`src/rtl/sl_transmitter.sv`:
```
// sl_transmitter: serialises a configurable-length word onto a two-wire SL link
// (zeroes/ones lines, idle high), followed by a parity symbol and a stop symbol.
module sl_transmitter (
    input  logic        clk,
    input  logic        rst,
    input  logic [15:0] wr_config_w,
    input  logic        wr_enable,
    input  logic [31:0] data_w,
    input  logic        send,
    output logic        serial_line_zeroes,
    output logic        serial_line_ones,
    output logic [15:0] r_config_w,
    output logic        busy,
    output logic        done,
    output logic [15:0] status_w
);

    localparam int unsigned CFG_W   = 16;
    localparam int unsigned DATA_W  = 32;
    localparam int unsigned TMR_W   = 6;
    localparam int unsigned CNT_W   = 6;
    localparam int unsigned LEN_W   = 6;
    localparam int unsigned RATE_W  = 2;

    // Only parity_inject, word_len and rate are stored; reserved bits read as 0.
    localparam logic [CFG_W-1:0] CFG_MASK  = 16'h01FF;
    localparam logic [CFG_W-1:0] CFG_RESET = 16'h0010;

    typedef enum logic [3:0] {
        S_IDLE,
        S_BIT_PRE,
        S_BIT_PULSE,
        S_BIT_POST,
        S_PAR_PRE,
        S_PAR,
        S_GAP,
        S_STOP,
        S_STOP_POST
    } state_e;

    state_e              state_q,   state_d;
    logic [TMR_W-1:0]    timer_q,   timer_d;
    logic [CNT_W-1:0]    bit_cnt_q, bit_cnt_d;
    logic [DATA_W-1:0]   shreg_q,   shreg_d;
    logic [LEN_W-1:0]    len_q,     len_d;
    logic [RATE_W-1:0]   rate_q,    rate_d;
    logic                inj_q,     inj_d;
    logic                par_q,     par_d;
    logic [CFG_W-1:0]    cfg_q,     cfg_d;
    logic                err_q,     err_d;
    logic                drop_q,    drop_d;
    logic                zero_q,    zero_d;
    logic                one_q,     one_d;
    logic                busy_q,    busy_d;
    logic                done_q,    done_d;

    logic [LEN_W-1:0]    wr_len;
    logic                wr_legal;
    logic [TMR_W-1:0]    unit_last;
    logic [TMR_W-1:0]    half_last;
    logic                half_state;
    logic                timer_end;
    logic [CNT_W-1:0]    bit_cnt_inc;

    // Decode the incoming config word and check word_len legality (even, 8..32).
    always_comb begin
        wr_len   = wr_config_w[6:1];
        wr_legal = (wr_len[0] == 1'b0) && (wr_len >= LEN_W'(8)) && (wr_len <= LEN_W'(32));
    end

    // Last timer value for a full unit L and a half unit H at the latched rate.
    always_comb begin
        unit_last = TMR_W'(7);
        half_last = TMR_W'(3);
        case (rate_q)
            2'd0: begin unit_last = TMR_W'(7);  half_last = TMR_W'(3);  end
            2'd1: begin unit_last = TMR_W'(15); half_last = TMR_W'(7);  end
            2'd2: begin unit_last = TMR_W'(31); half_last = TMR_W'(15); end
            default: begin unit_last = TMR_W'(63); half_last = TMR_W'(31); end
        endcase
    end

    // Half-unit states end at H-1, all others at L-1.
    always_comb begin
        half_state  = (state_q == S_BIT_PRE) || (state_q == S_BIT_POST) ||
                      (state_q == S_PAR_PRE) || (state_q == S_STOP_POST);
        timer_end   = half_state ? (timer_q == half_last) : (timer_q == unit_last);
        bit_cnt_inc = CNT_W'(bit_cnt_q + CNT_W'(1));
    end

    // Next-state, frame datapath and status logic.
    always_comb begin
        state_d   = state_q;
        timer_d   = timer_q;
        bit_cnt_d = bit_cnt_q;
        shreg_d   = shreg_q;
        len_d     = len_q;
        rate_d    = rate_q;
        inj_d     = inj_q;
        par_d     = par_q;
        cfg_d     = cfg_q;
        err_d     = err_q;
        drop_d    = drop_q;
        done_d    = 1'b0;

        if (wr_enable) begin
            drop_d = 1'b0;
            if (wr_legal) begin
                cfg_d = wr_config_w & CFG_MASK;
                err_d = 1'b0;
            end else begin
                err_d = 1'b1;
            end
        end

        if (state_q == S_IDLE) begin
            if (send) begin
                if (err_q) begin
                    drop_d = 1'b1;
                end else begin
                    state_d   = S_BIT_PRE;
                    timer_d   = '0;
                    bit_cnt_d = '0;
                    shreg_d   = data_w;
                    len_d     = cfg_q[6:1];
                    rate_d    = cfg_q[8:7];
                    inj_d     = cfg_q[0];
                    par_d     = 1'b0;
                end
            end
        end else begin
            if (send) begin
                drop_d = 1'b1;
            end
            if (!timer_end) begin
                timer_d = TMR_W'(timer_q + TMR_W'(1));
            end else begin
                timer_d = '0;
                case (state_q)
                    S_BIT_PRE:   state_d = S_BIT_PULSE;
                    S_BIT_PULSE: state_d = S_BIT_POST;
                    S_BIT_POST: begin
                        par_d     = par_q ^ shreg_q[0];
                        shreg_d   = {1'b0, shreg_q[DATA_W-1:1]};
                        bit_cnt_d = bit_cnt_inc;
                        state_d   = (bit_cnt_inc == CNT_W'(len_q)) ? S_PAR_PRE : S_BIT_PRE;
                    end
                    S_PAR_PRE:   state_d = S_PAR;
                    S_PAR:       state_d = S_GAP;
                    S_GAP:       state_d = S_STOP;
                    S_STOP:      state_d = S_STOP_POST;
                    S_STOP_POST: begin
                        state_d = S_IDLE;
                        done_d  = 1'b1;
                    end
                    default:     state_d = S_IDLE;
                endcase
            end
        end

        busy_d = (state_d != S_IDLE);
    end

    // Line levels follow the current state; word_len is even, so the zero-count
    // parity equals the one-count parity accumulated in par_q.
    always_comb begin
        zero_d = 1'b1;
        one_d  = 1'b1;
        case (state_q)
            S_BIT_PULSE: begin
                if (shreg_q[0]) one_d  = 1'b0;
                else            zero_d = 1'b0;
            end
            S_PAR: begin
                zero_d = ~par_q ^ inj_q;
                one_d  = par_q ^ inj_q;
            end
            S_STOP: begin
                zero_d = 1'b0;
                one_d  = 1'b0;
            end
            default: begin
                zero_d = 1'b1;
                one_d  = 1'b1;
            end
        endcase
    end

    // State, datapath and output registers with synchronous reset.
    always_ff @(posedge clk) begin
        if (rst) begin
            state_q   <= S_IDLE;
            timer_q   <= '0;
            bit_cnt_q <= '0;
            shreg_q   <= '0;
            len_q     <= LEN_W'(8);
            rate_q    <= '0;
            inj_q     <= 1'b0;
            par_q     <= 1'b0;
            cfg_q     <= CFG_RESET;
            err_q     <= 1'b0;
            drop_q    <= 1'b0;
            zero_q    <= 1'b1;
            one_q     <= 1'b1;
            busy_q    <= 1'b0;
            done_q    <= 1'b0;
        end else begin
            state_q   <= state_d;
            timer_q   <= timer_d;
            bit_cnt_q <= bit_cnt_d;
            shreg_q   <= shreg_d;
            len_q     <= len_d;
            rate_q    <= rate_d;
            inj_q     <= inj_d;
            par_q     <= par_d;
            cfg_q     <= cfg_d;
            err_q     <= err_d;
            drop_q    <= drop_d;
            zero_q    <= zero_d;
            one_q     <= one_d;
            busy_q    <= busy_d;
            done_q    <= done_d;
        end
    end

    assign serial_line_zeroes = zero_q;
    assign serial_line_ones   = one_q;
    assign r_config_w         = cfg_q;
    assign busy               = busy_q;
    assign done               = done_q;
    assign status_w           = {14'b0, drop_q, err_q};

endmodule

```
`config.mk`:
```
export PLATFORM = sky130hd
export DESIGN_NAME = sl_transmitter
export DESIGN_NICKNAME = d
export VERILOG_FILES = /design/src/rtl/sl_transmitter.sv
export SDC_FILE = /design/constraint.sdc
export NUM_CORES = 1
export LEC_CHECK = 0
export CAP_MARGIN = 10
export CORE_ASPECT_RATIO = 0.8
export CORE_MARGIN = 3
export CORE_UTILIZATION = 50
export DETAILED_ROUTE_END_ITERATION = 7
export GPL_TIMING_DRIVEN = 0
export PLACE_DENSITY = 0.81
export SETUP_SLACK_MARGIN = 0.5
export SYNTH_ARGS = -nofsm -noshare
export SYNTH_HDL_FRONTEND = slang
export SYNTH_SLANG_ARGS = --single-unit
export TNS_END_PERCENT = 20
```
`constraint.sdc`:
```
create_clock -name clk -period 7.6 [get_ports clk]
set_clock_uncertainty 0.05 [all_clocks]
set_input_delay 0.76 -clock clk [delete_from_list [all_inputs] [get_ports clk]]
set_output_delay 0.76 -clock clk [all_outputs]
set_load 0.03 [all_outputs]
```
# Yosys cells after proc, flatten, opt, wreduce, memory -nomap -nowiden
# Index checks and enable logic that the tools add are counted.
# Widths: inputs -> output; s select.
[totals]
regBits = 73
in_bits = 52
out_inout_bits = 36
word_cells = 93
[op_classes]
addsub = 2
order_cmp = 2
n_eq_ne = 15
muxes = 37
n_bitwise = 7
n_reduce_logical = 15
[op_table]
columns = ["operator", "count"]
rows = [
  ["$mux 32", 5],
  ["$mux 6", 7],
  ["$pmux 4 s7", 1],
  ["$eq 6x6->1", 3],
  ["$pmux 6 s3", 1],
  ["$eq 4x3->1 const B", 4],
  ["$mux 4", 4],
  ["$mux 1", 15],
  ["$pmux 5 s3", 1],
  ["$add 6x1->6 const B", 2],
  ["$eq 4x2->1 const B", 2],
  ["$ge 6x4->1 const B", 1],
  ["$le 6x6->1 const B", 1],
  ["$pmux 1 s3", 2],
  ["$eq 4x1->1 const B", 1],
  ["$eq 4x4->1 const B", 1],
  ["$logic_not 4->1", 1],
  ["$ne 2x2->1 const B", 2],
  ["$not 1->1", 4],
  ["$reduce_and 2->1", 2],
  ["$reduce_and 4->1", 1],
  ["$reduce_bool 2->1", 2],
  ["$reduce_bool 4->1", 1],
  ["$logic_or 1x1->1", 3],
  ["other kinds (8)", 11],
]

# Logic depth before layout (Yosys ltp)
# Gate-level depths: netlist of run 1.
[logic_depth]
ltp_word = 8
depth_mapped = 10
depth_no_buf = 8

# Least setup slack after synthesis of run 1
# OpenSTA, ideal clock, no wires.
[synth_path]
kind = "register to register"
startpoint = "register state_q[3]"
endpoint = "register busy_q (netlist: busy)"
arrival_time_ns = 2.201
required_time_ns = 7.416
slack_ns = 5.215
stages_incl_launch_ff = 8
path_cell_list = "dfxtp_1 -> nor4b_1 -> nor3_1 -> a31o_2 -> or2_4 -> nand3_4 -> mux2_4 -> or4_1"
[synth_between]
elab_chain_cells = 8
[synth_rtl]
columns = ["item", "line_no", "rtl"]
rows = [
  ["start: declaration", "41", "state_e state_q, state_d;"],
  ["start signal: assignment", "208", "state_q <= state_d;"],
  ["$eq 4x1->1 / $eq 4x2->1 (equally long branches)", "85, 139", ""],
  ["$logic_or 1x1->1 (2 in series)", "85", "half_state = (state_q == S_BIT_PRE) || (state_q == S_BIT_POST) ||"],
  ["$logic_or 1x1->1", "86", "(state_q == S_PAR_PRE) || (state_q == S_STOP_POST);"],
  ["$mux 1", "87", "timer_end = half_state ? (timer_q == half_last) : (timer_q == unit_last);"],
  ["$mux 4", "135", "if (!timer_end) begin"],
  ["$mux 4 (*)", "116", "if (state_q == S_IDLE) begin"],
  ["$reduce_bool 4->1 (*)", "161", "busy_d = (state_d != S_IDLE);"],
  ["end signal: assignment", "221", "busy_q <= busy_d;"],
  ["end: declaration", "54", "logic busy_q, busy_d;"],
]
# Mark *: on every way between the ends. The rest lies on a longest branch, timed or not.
# A chain may end at the register's enable or synchronous reset.

# Final worst setup path of run 1
[layout_path]
startpoint = "register state_q[3]"
endpoint = "register shreg_q[14]"
[layout_between]
elab_chain_cells = 7
[layout_rtl]
columns = ["item", "line_no", "rtl"]
rows = [
  ["$eq 4x1->1 / $eq 4x2->1 (equally long branches)", "85, 139", ""],
  ["$logic_or 1x1->1 (2 in series)", "85", ""],
  ["$logic_or 1x1->1", "86", ""],
  ["$mux 1", "87", ""],
  ["$reduce_bool 2->1 (no source line)", "-", ""],
  ["$reduce_and 4->1 (no source line)", "-", ""],
  ["end signal: assignment", "211", "shreg_q <= shreg_d;"],
  ["end: declaration", "44", "logic [DATA_W-1:0] shreg_q, shreg_d;"],
]
# Parallel ways exist; a longest one is shown, timed or not.

==> flow_summary.yaml, run 1 <==
synthesis:
  async_flop_share_pct: 0
  synthCells: 457
  synth-seq-cells: 73
  synth_area_sq_um: 3660
  synth-edff-count: 0
  yosysWarnings: 0
  synth.distinct_cells: 55
  synthFlopType: "dfxtp_1"
  syn_avg_cell_area_sq_um: 8.01
  yosysSeqAreaShare_pct: 39.9
critical_path:
  cp_max_fo: 10
  crit_end: "shreg_q[14]$_SDFFE_PP0P_"
  ff2ff_path_depth: 8
  cp.required_ns: 7.75
  startpoint_type: "flop"
  ff2ff_setup_slack_ns: 4.88
  path_class: "flop to flop"
  regToRegEndpoint: "shreg_q[14]$_SDFFE_PP0P_"
  crit_path_start: "state_q[3]$_SDFF_PP0_"
  crit_path_top_delay_cell: "nor4b_1"
  cp-end-kind: "flop"
  path_cells: "nor4b_1 > nor3_1 > a21boi_0 > nand2_1 > clkbuf_1 > o21ai_4 > clkbuf_1 > a311oi_1"
  r2r-start: "state_q[3]$_SDFF_PP0_"
  critical_path.max_stage_delay_ns: 0.47
  cp_common_cell: "clkbuf_1"
  cp_data_arrival_time_ns: 2.87
finish:
  final_common_cell: "nand2_1"
  area_growth_pct: 25.8
  layout_common_cells: "nand2_1 (94), dfxtp_1 (73), clkdlybuf4s50_1 (59)"
  fin_area_sq_um: 4610
  fin_util_pct: 65.9
  layout.nets: 601
  drive_gt1_share_pct: 10.7
  antenna_cells: 0
routing:
  initialDrtViolationCount: 253
  drc: 0
  drt-wirelength-per-cell_um: 13.5
  highest_layer: "met4"
  vias: 3402
  wl_met3_um: 518
  wl_met2_mm: 3.86
  drt_wl_total_mm: 8.63
  dr.pass1.iters: 5
  drt-met1-wl_mm: 4.17
  drtAntennaViolNets: 0
  viasPerCell: 5.33
grt:
  antenna_found_initial: 0
  grt_max_degree: 13
  grt_pass1_vias: 3067
  grt_pass1_wl_mm: 14.1
  grt.total_usage_pct: 21.1
  gr-total-overflow: 0
sta:
  period_share_pct: 35.8
  slew_viol_final: 0
  worst_slew_pin_slew_ns: 0.756
  maxSlewHeadroom_pct: 49.2
  fmax_ghz: 0.367
  period_minus_slack_ns: 2.72
  rsz0062_at_grt: "false"
  setup_viol: 0
  finalHoldViolCount: 0
  layout_setup_ws_ns: 4.88
  tns_ns: 0
  hold_slack_ns: 0.427
die:
  dieHeight_um: 82.5
  initial_utilization_pct: 52.4
  row_count: 27
  coreArea_sq_um: 6990
  die_area_sq_um: 8390
  ios: 88
  die_w_um: 102
pwr:
  leakagePower_nw: 1.78
  power_density_nw_per_um2: 188
  irDropWorstVdd_v: 0.000125
placement:
  dp_hpwl_mm: 6.34
  portBuffers: 59
  pre_cts_ws_ns: 4.74
  gp_congestion: 0.880
  placed_area_sq_um: 4440
cts:
  cts_root_buf: "clkbuf_8"
  post_cts_buffers: 0
  cts_tree: "done"
  cts_buffers: 9
  clock_sinks: 73
  post_cts_resized: 0
  htreeDepth: 3
  clk_pin_slew_ns: 0.08
  clock_latency_ns: 0.35
  hold_buffers: 0
  clock_path_buffers: 2
run:
  maxCapViolCount: 0
worst_hold_path:
  holdCritPathClass: "flop to flop"
outcome:
  outcome: "finished, final reports clean"
==> synthesized netlist by cell type (all sizes together) (2+ instances only) <==
| library cell | instances | share of area [%] |
|---|---|---|
| clkbuf | 24 | 3.3 |
| nor4 | 2 | 0.51 |
| mux2i | 7 | 1.9 |
| dfxtp | 73 | 40 |
| a22o | 2 | 0.48 |
| nor4b | 2 | 0.48 |
| nand2b | 2 | 0.34 |
| nor2 | 56 | 5.7 |
| nor2b | 5 | 0.85 |
| xnor2 | 10 | 2.4 |
| a311oi | 31 | 7.4 |
| xor2 | 3 | 0.72 |
| o311ai | 2 | 0.48 |
| nand4 | 2 | 0.34 |
| or2 | 3 | 0.58 |
| nand3 | 11 | 1.8 |
| and3 | 3 | 0.51 |
| a22oi | 2 | 0.41 |
| nor3 | 13 | 1.8 |
| nand3b | 2 | 0.41 |
| a211oi | 3 | 0.75 |
| and2 | 4 | 0.72 |
| nand2 | 94 | 9.6 |
| ha | 2 | 0.68 |
| inv | 10 | 1.0 |
| a21oi | 18 | 2.5 |
| or4 | 4 | 0.85 |
| o211ai | 8 | 1.6 |
| nor3b | 2 | 0.41 |
| a31oi | 6 | 1.0 |
| o21ai | 9 | 1.5 |
| buf | 29 | 5.8 |
==> where the power goes <==
part           internal (W)  total, W  leakage (nW)  switching [W]
clock network      0.000126  0.000270        0.0818       0.000144
logic             0.0000718  0.000172          1.10       0.000100
registers          0.000408  0.000423         0.596      0.0000148
==> cell families after synthesis <==
kind of cell	count (synthesis)	synth area share (%)
flip-flops	73	39.9
AO/OA/AOI/OAI	89	18.1
adder cells (fa/ha/maj)	2	0.683
XOR/XNOR	13	3.11
AND/OR/NAND/NOR	208	25.7
buffers and inverters	63	10.1
other	1	0.102
multiplexers	8	2.32
==> sequential cells by signal, indices dropped and copies added (netlist names) <==
signal and count:
busy 1, r_config_w 9, inj_q 1, state_q 4, err_q 1, par_q 1, serial_line_zeroes 1, done 1
shreg_q 32, bit_cnt_q 6, len_q 6, serial_line_ones 1, rate_q 2, drop_q 1, timer_q 6
==> worst min path at each step <==
stage	slack, ns	from	end	cells after the start
floorplan	0.40	drop_q$_SDFF_PP0_	drop_q$_SDFF_PP0_	2
global placement	0.41	len_q[4]$_SDFFE_PP0P_	len_q[4]$_SDFFE_PP0P_	2
detailed placement	0.41	r_config_w[2]$_SDFFE_PP0P_	len_q[1]$_SDFFE_PP0P_	2
CTS	0.43	r_config_w[2]$_SDFFE_PP0P_	len_q[1]$_SDFFE_PP0P_	2
global route	0.45	r_config_w[6]$_SDFFE_PP0P_	len_q[5]$_SDFFE_PP0P_	2
finish	0.43	r_config_w[6]$_SDFFE_PP0P_	len_q[5]$_SDFFE_PP0P_	2
==> routing by layer <==
layer  vias up  global-route usage, %
met5         -                      0
met4         0                   4.65
met3         9                   6.30
met2       106                   33.0
met1      1559                   28.9
li1       1728                      -
==> final cells by class <==
type | count | area (sq um)
clock buffers | 11 | 141
well taps | 87 | 109
multi-input cells | 341 | 1910
plain buffers | 53 | 332
repair buffers | 59 | 591
fillers | 573 | 2390
inverters | 10 | 37.5
flip-flops and latches | 73 | 1460
clock inverters | 4 | 28.8
==> metrics by stage <==
| step | total power, W | instances |
|---|---|---|
| 6_report | 0.000865 | 638 |
| 5_1_grt | 0.000907 | 638 |
| 4_1_cts | 0.000870 | 638 |
| 3_5_place_dp | 0.000602 | 623 |
| 3_3_place_gp | 0.000598 | 623 |
| 2_1_floorplan | 0.000545 | 477 |
==> worst max-delay path: cells and delay by family, from the launching register on <==
family,cells,cell delay [ns]
AO/OA/AOI/OAI,3,0.73
buffers and inverters,2,0.67
AND/OR/NAND/NOR,3,0.78
flip-flops,1,0.34
Note: power is estimated with default switching activity, not from simulation.
==> inputs of run 2 (changes only) <==
- CORE_UTILIZATION: 50 -> 45
- PLACE_DENSITY: 0.81 -> 0.77
- clock period: 7.6 -> 2.2 ns (I/O delays scaled with it)
==> flow_summary.yaml, run 2 (synthesized netlist as in run 1, its figures left out) <==
cts:
  hold_buffers: 0
  cts_buffers: 9
  htreeDepth: 3
  clock_sinks: 73
  clock_latency_ns: 0.35
  cts_tree: "done"
  clock_path_buffers: 2
  clk_pin_slew_ns: 0.09
  cts_root_buf: "clkbuf_8"
critical_path:
  cp.required_ns: 2.37
  critical_path.max_stage_delay_ns: 0.52
  ff2ff_path_depth: 7
  path_cells: "nor4b_4 > nor3_2 > a31o_2 > or2_4 > nand3_4 > mux2_4 > or4_1"
  worstPathBufferInverterCount: 0
  path_class: "flop to flop"
  crit_family: "simple AND/OR/NAND/NOR gates"
  regToRegEndpoint: "busy$_SDFF_PP0_"
  r2r-start: "state_q[3]$_SDFF_PP0_"
  cp_max_fo: 6
  ff2ff_setup_slack_ns: -0.22
  crit_path_top_delay_cell: "or4_1"
  cp-end-kind: "flop"
  startpoint_type: "flop"
  cp_data_arrival_time_ns: 2.59
sta:
  rsz0062_at_grt: "true"
  layout_setup_ws_ns: -0.216
  fmax_ghz: 0.414
  tns_ns: -3.06
  period_minus_slack_ns: 2.42
  period_share_pct: 110
  finalHoldViolCount: 0
  setup_viol: 33
  slew_viol_final: 0
  maxSlewHeadroom_pct: 59.9
  hold_slack_ns: 0.377
  worst_slew_pin_slew_ns: 0.601
finish:
  layout.nets: 609
  largest_register_ffs: 32
  antenna_cells: 0
  drive_gt1_share_pct: 17.1
  top_register: "shreg_q"
  area_growth_pct: 34.4
  fin_util_pct: 64.4
  final_common_cell: "nand2_1"
  layout_common_cells: "nand2_1 (92), dfxtp_1 (68), nor2_1 (55)"
die:
  die_area_sq_um: 9260
  die_w_um: 107
  coreArea_sq_um: 7640
  dieHeight_um: 86.7
  ios: 88
  initial_utilization_pct: 47.9
  row_count: 28
worst_hold_path:
  hold_depth: 3
  min-delay-start: "data_w[16]"
  hold_end: "shreg_q[16]$_SDFFE_PP0P_"
  holdCritPathClass: "primary input to flop"
pwr:
  total_power_w: 0.00330
  power_density_nw_per_um2: 671
  leakagePower_nw: 2.04
  irDropWorstVdd_v: 0.000436
routing:
  drt-wirelength-per-cell_um: 14.1
  initialDrtViolationCount: 246
  vias: 3552
  viasPerCell: 5.34
  drt_wl_total_mm: 9.36
  dr.pass1.iters: 5
  drtAntennaViolNets: 0
  drc: 0
grt:
  gr-total-overflow: 0
  grt_pass1_vias: 3167
  grt_max_degree: 14
  grt.total_usage_pct: 19.5
  grt_pass1_wl_mm: 14.8
  antenna_found_initial: 0
placement:
  dp_hpwl_mm: 6.40
  pre_cts_ws_ns: -0.485
  gp_congestion: 0.914
  portBuffers: 59
run:
  maxCapViolCount: 0
outcome:
  violations: "setup timing"
  outcome: "finished with violations"
[run 2: changes by cell type in the layout (fill, tap and decap cells not counted), moves of 3 or more]
cell | previous run | this run
dfxtp_2 | 0 | 4
dlymetal6s2s_1 | 0 | 7
clkbuf_1 | 22 | 12
buf_4 | 24 | 33
dfxtp_1 | 73 | 68
nor3_1 | 13 | 10
clkdlybuf4s50_1 | 59 | 48
nor3_2 | 0 | 3
buf_6 | 1 | 8
buf_2 | 4 | 0
clkbuf_2 | 0 | 3
[run 2: per-layer routing]
| metal | share of wire, % | wire [um] | track usage, % |
|---|---|---|---|
| met4 | 1.1 | 102 | 4.30 |
| met1 | 47 | 4410 | 27.5 |
| met2 | 46 | 4320 | 30.1 |
| met5 | 0 | 0 | 0 |
| met3 | 5.6 | 527 | 5.21 |
[run 2: what timing repair did]
| action | 4_1_cts | 5_1_grt |
|---|---|---|
| buffers inserted | 3 | 1 |
| gates resized for setup | 25 | 33 |
| endpoints found under the setup margin | 73 | 75 |
| pin swaps | 7 | 5 |
| endpoints found under the hold margin | 0 | 0 |
| gates cloned | 0 | 4 |
[run 2: stage by stage]
step                      area, sq um  cells
final                            4920    665
after global routing             4920    665
after CTS                        4810    660
after detailed placement         4520    641
after global placement           4520    641
after floorplan                  3800    477
[run 2: power by group]
part           switching (W)  leakage, nW  internal (W)
combinational       0.000372         1.34      0.000291
clock               0.000532        0.107      0.000643
sequential         0.0000541        0.599       0.00141
[run 2: worst reg2reg max path, cell delays in order, from the launching register on]
cell     delay, ns
dfxtp_4       0.37
nor4b_4       0.32
nor3_2        0.12
a31o_2        0.27
or2_4         0.26
nand3_4       0.09
mux2_4        0.31
or4_1         0.52
[run 2: area by class of cell]
type | instances | area [sq um]
Tap cell | 105 | 131
Fill cell | 668 | 2720
Inverter | 10 | 37.5
Multi-Input combinational cell | 342 | 2000
Clock buffer | 10 | 128
Sequential cell | 73 | 1470
Timing Repair Buffer | 66 | 657
Clock inverter | 6 | 90.1
Buffer | 53 | 408
[run 2: how the worst max path moves through the flow]
| stage | depth (start not counted) | startpoint | slack (ns) | endpoint |
|---|---|---|---|---|
| 2_1_floorplan | 7 | state_q[0]$_SDFF_PP0_ | -0.09 | busy$_SDFF_PP0_ |
| 3_3_place_gp | 6 | state_q[0]$_SDFF_PP0_ | -0.43 | shreg_q[1]$_SDFFE_PP0P_ |
| 3_5_place_dp | 6 | state_q[0]$_SDFF_PP0_ | -0.48 | shreg_q[9]$_SDFFE_PP0P_ |
| 4_1_cts | 7 | state_q[3]$_SDFF_PP0_ | -0.20 | busy$_SDFF_PP0_ |
| 5_1_grt | 7 | state_q[3]$_SDFF_PP0_ | -0.29 | busy$_SDFF_PP0_ |
| 6_report | 7 | state_q[3]$_SDFF_PP0_ | -0.22 | busy$_SDFF_PP0_ |
==> inputs of run 3 (changes only) <==
- clock period: 2.2 -> 2.05 ns (I/O delays scaled with it)
==> flow_summary.yaml, run 3 (synthesized netlist as in run 1, its figures left out) <==
outcome:
  outcome: "finished with violations"
  violations: "setup timing"
die:
  die_w_um: 107
  row_count: 28
  initial_utilization_pct: 47.9
  die_area_sq_um: 9260
  coreArea_sq_um: 7640
  dieHeight_um: 86.7
  ios: 88
sta:
  worst_slew_pin_slew_ns: 0.621
  layout_setup_ws_ns: -0.343
  tns_ns: -8.08
  finalHoldViolCount: 0
  slew_viol_final: 0
  rsz0062_at_grt: "true"
  maxSlewHeadroom_pct: 58.6
  period_minus_slack_ns: 2.39
  setup_viol: 43
  fmax_ghz: 0.418
  period_share_pct: 117
routing:
  drtAntennaViolNets: 0
  vias: 3547
  drc: 0
  initialDrtViolationCount: 257
  viasPerCell: 5.32
  dr.pass1.iters: 5
  drt_wl_total_mm: 9.21
  drt-wirelength-per-cell_um: 13.8
finish:
  layout_common_cells: "nand2_1 (93), dfxtp_1 (68), nor2_1 (55)"
  fillers: 676
  layout.nets: 611
  final_common_cell: "nand2_1"
  drive_gt1_share_pct: 18.0
  stdcell_count: 667
  antenna_cells: 0
  top_register: "shreg_q"
  largest_register_ffs: 32
  area_growth_pct: 34.0
pwr:
  irDropWorstVdd_v: 0.000396
  p_seq_share_pct: 47.1
  leakagePower_nw: 1.95
  combPwrFrac_pct: 21.8
  sw_frac_of_total_pct: 31.4
  pwr-share-clk_pct: 31.1
  p_int_w: 0.00228
  power_density_nw_per_um2: 679
  switchingPower_w: 0.00105
cts:
  cts_root_buf: "clkbuf_8"
  clk_pin_slew_ns: 0.08
  clock_sinks: 73
  clock_path_buffers: 2
  htreeDepth: 3
  clock_latency_ns: 0.36
  cts_tree: "done"
  cts_buffers: 9
critical_path:
  cp_max_fo: 5
  path_cells: "nor4b_4 > nor3_2 > a31o_2 > or2_4 > buf_4 > nand4_1 > a32o_1 > or4_1"
  crit_path_start: "state_q[1]$_SDFF_PP0_"
  cp_data_arrival_time_ns: 2.57
  critical_path.max_stage_delay_ns: 0.45
  cp.required_ns: 2.23
  startpoint_type: "flop"
  r2r-start: "state_q[1]$_SDFF_PP0_"
  crit_end: "busy$_SDFF_PP0_"
  cp-end-kind: "flop"
  path_class: "flop to flop"
  crit_path_top_delay_cell: "dfxtp_2"
  ff2ff_setup_slack_ns: -0.34
  ff2ff_path_depth: 8
  regToRegEndpoint: "busy$_SDFF_PP0_"
grt:
  gr-total-overflow: 0
  grt_max_degree: 15
  grt_pass1_wl_mm: 15.4
  grt_pass1_vias: 3381
  grt.total_usage_pct: 20.3
  antenna_found_initial: 0
run:
  maxCapViolCount: 0
placement:
  dp_hpwl_mm: 6.46
  gp_congestion: 0.916
  dp_cells: 641
  pre_cts_ws_ns: -0.635
  portBuffers: 59
worst_hold_path:
  hold_depth: 3
  holdCritPathClass: "primary input to flop"
## run 3: cell count changes in the layout (fill, tap and decap cells not counted), moves of 2 or more
cell             previous run  this run
clkbuf_8                   13        15
clkbuf_2                    3         1
buf_4                      33        35
clkdlybuf4s50_1            48        44
clkinv_4                    1         3
a311oi_1                   31        24
buf_6                       8         3
clkbuf_1                   12        15
bufinv_16                   2         0
dlymetal6s2s_1              7         0
a311oi_2                    0         7
dlygate4sd2_1               2        13
## run 3: final cells by class
class | count | area [sq um] | share of cell area, %
Buffer | 53 | 403 | 8.21
Clock buffer | 10 | 128 | 2.60
Clock inverter | 6 | 51.3 | 1.05
Inverter | 10 | 37.5 | 0.765
Multi-Input combinational cell | 341 | 2020 | 41.3
Sequential cell | 73 | 1470 | 30.0
Tap cell | 105 | 131 | 2.68
Timing Repair Buffer | 69 | 661 | 13.5
## run 3: what timing repair did
item | 4_1_cts | 5_1_grt
pin swaps | 16 | 7
cloned | 1 | 0
setup buffers | 8 | 1
endpoints found under the setup margin | 85 | 70
hold buffers | 0 | 0
gates resized for setup | 51 | 3
## run 3: per-layer routing
metal / wire length [um] / up-vias / track usage, %
met4: 169 / 0 / 6.62
met1: 4280 / 1626 / 27.0
met2: 4170 / 140 / 33.0
met3: 590 / 19 / 4.62
met5: 0 / - / 0
li1: - / 1762 / -
## run 3: power by group through the flow
| stage | clock network, W | logic (W) | registers (W) |
|---|---|---|---|
| 6_report | 0.00104 | 0.000725 | 0.00157 |
| 2_1_floorplan | 0 | 0.000430 | 0.00160 |
| 3_3_place_gp | 0 | 0.000633 | 0.00160 |
| 5_1_grt | 0.00112 | 0.000793 | 0.00158 |
| 3_5_place_dp | 0 | 0.000646 | 0.00160 |
| 4_1_cts | 0.00106 | 0.000716 | 0.00157 |
## run 3: worst min-delay path by stage
stage	startpoint	end	slack, ns
final	data_w[24]	shreg_q[24]$_SDFFE_PP0P_	0.36
after global routing	data_w[17]	shreg_q[17]$_SDFFE_PP0P_	0.37
after CTS	data_w[24]	shreg_q[24]$_SDFFE_PP0P_	0.36
after detailed placement	len_q[5]$_SDFFE_PP0P_	len_q[5]$_SDFFE_PP0P_	0.41
after global placement	len_q[1]$_SDFFE_PP0P_	len_q[1]$_SDFFE_PP0P_	0.41
after floorplan	wr_config_w[4]	r_config_w[4]$_SDFFE_PP1P_	0.28
## run 3: worst max-delay path: cells and delay by family (launching register included)
family / cells / cell delay [ns]
AOI/OAI and AO/OA: 2 / 0.57
buffers and inverters: 1 / 0.11
DFF: 1 / 0.45
and+or+nand+nor: 5 / 1.10
## run 3: stage by stage
stage / power [W] / util, % / instance area, sq um / hold WS [ns]
after floorplan: 0.00203 / - / 3800 / 0.280
after global placement: 0.00223 / 59.2 / 4520 / 0.410
after detailed placement: 0.00225 / 59.2 / 4520 / 0.414
after CTS: 0.00334 / 64.0 / 4890 / 0.358
after global routing: 0.00349 / 64.2 / 4900 / 0.369
final: 0.00333 / 64.2 / 4900 / 0.365
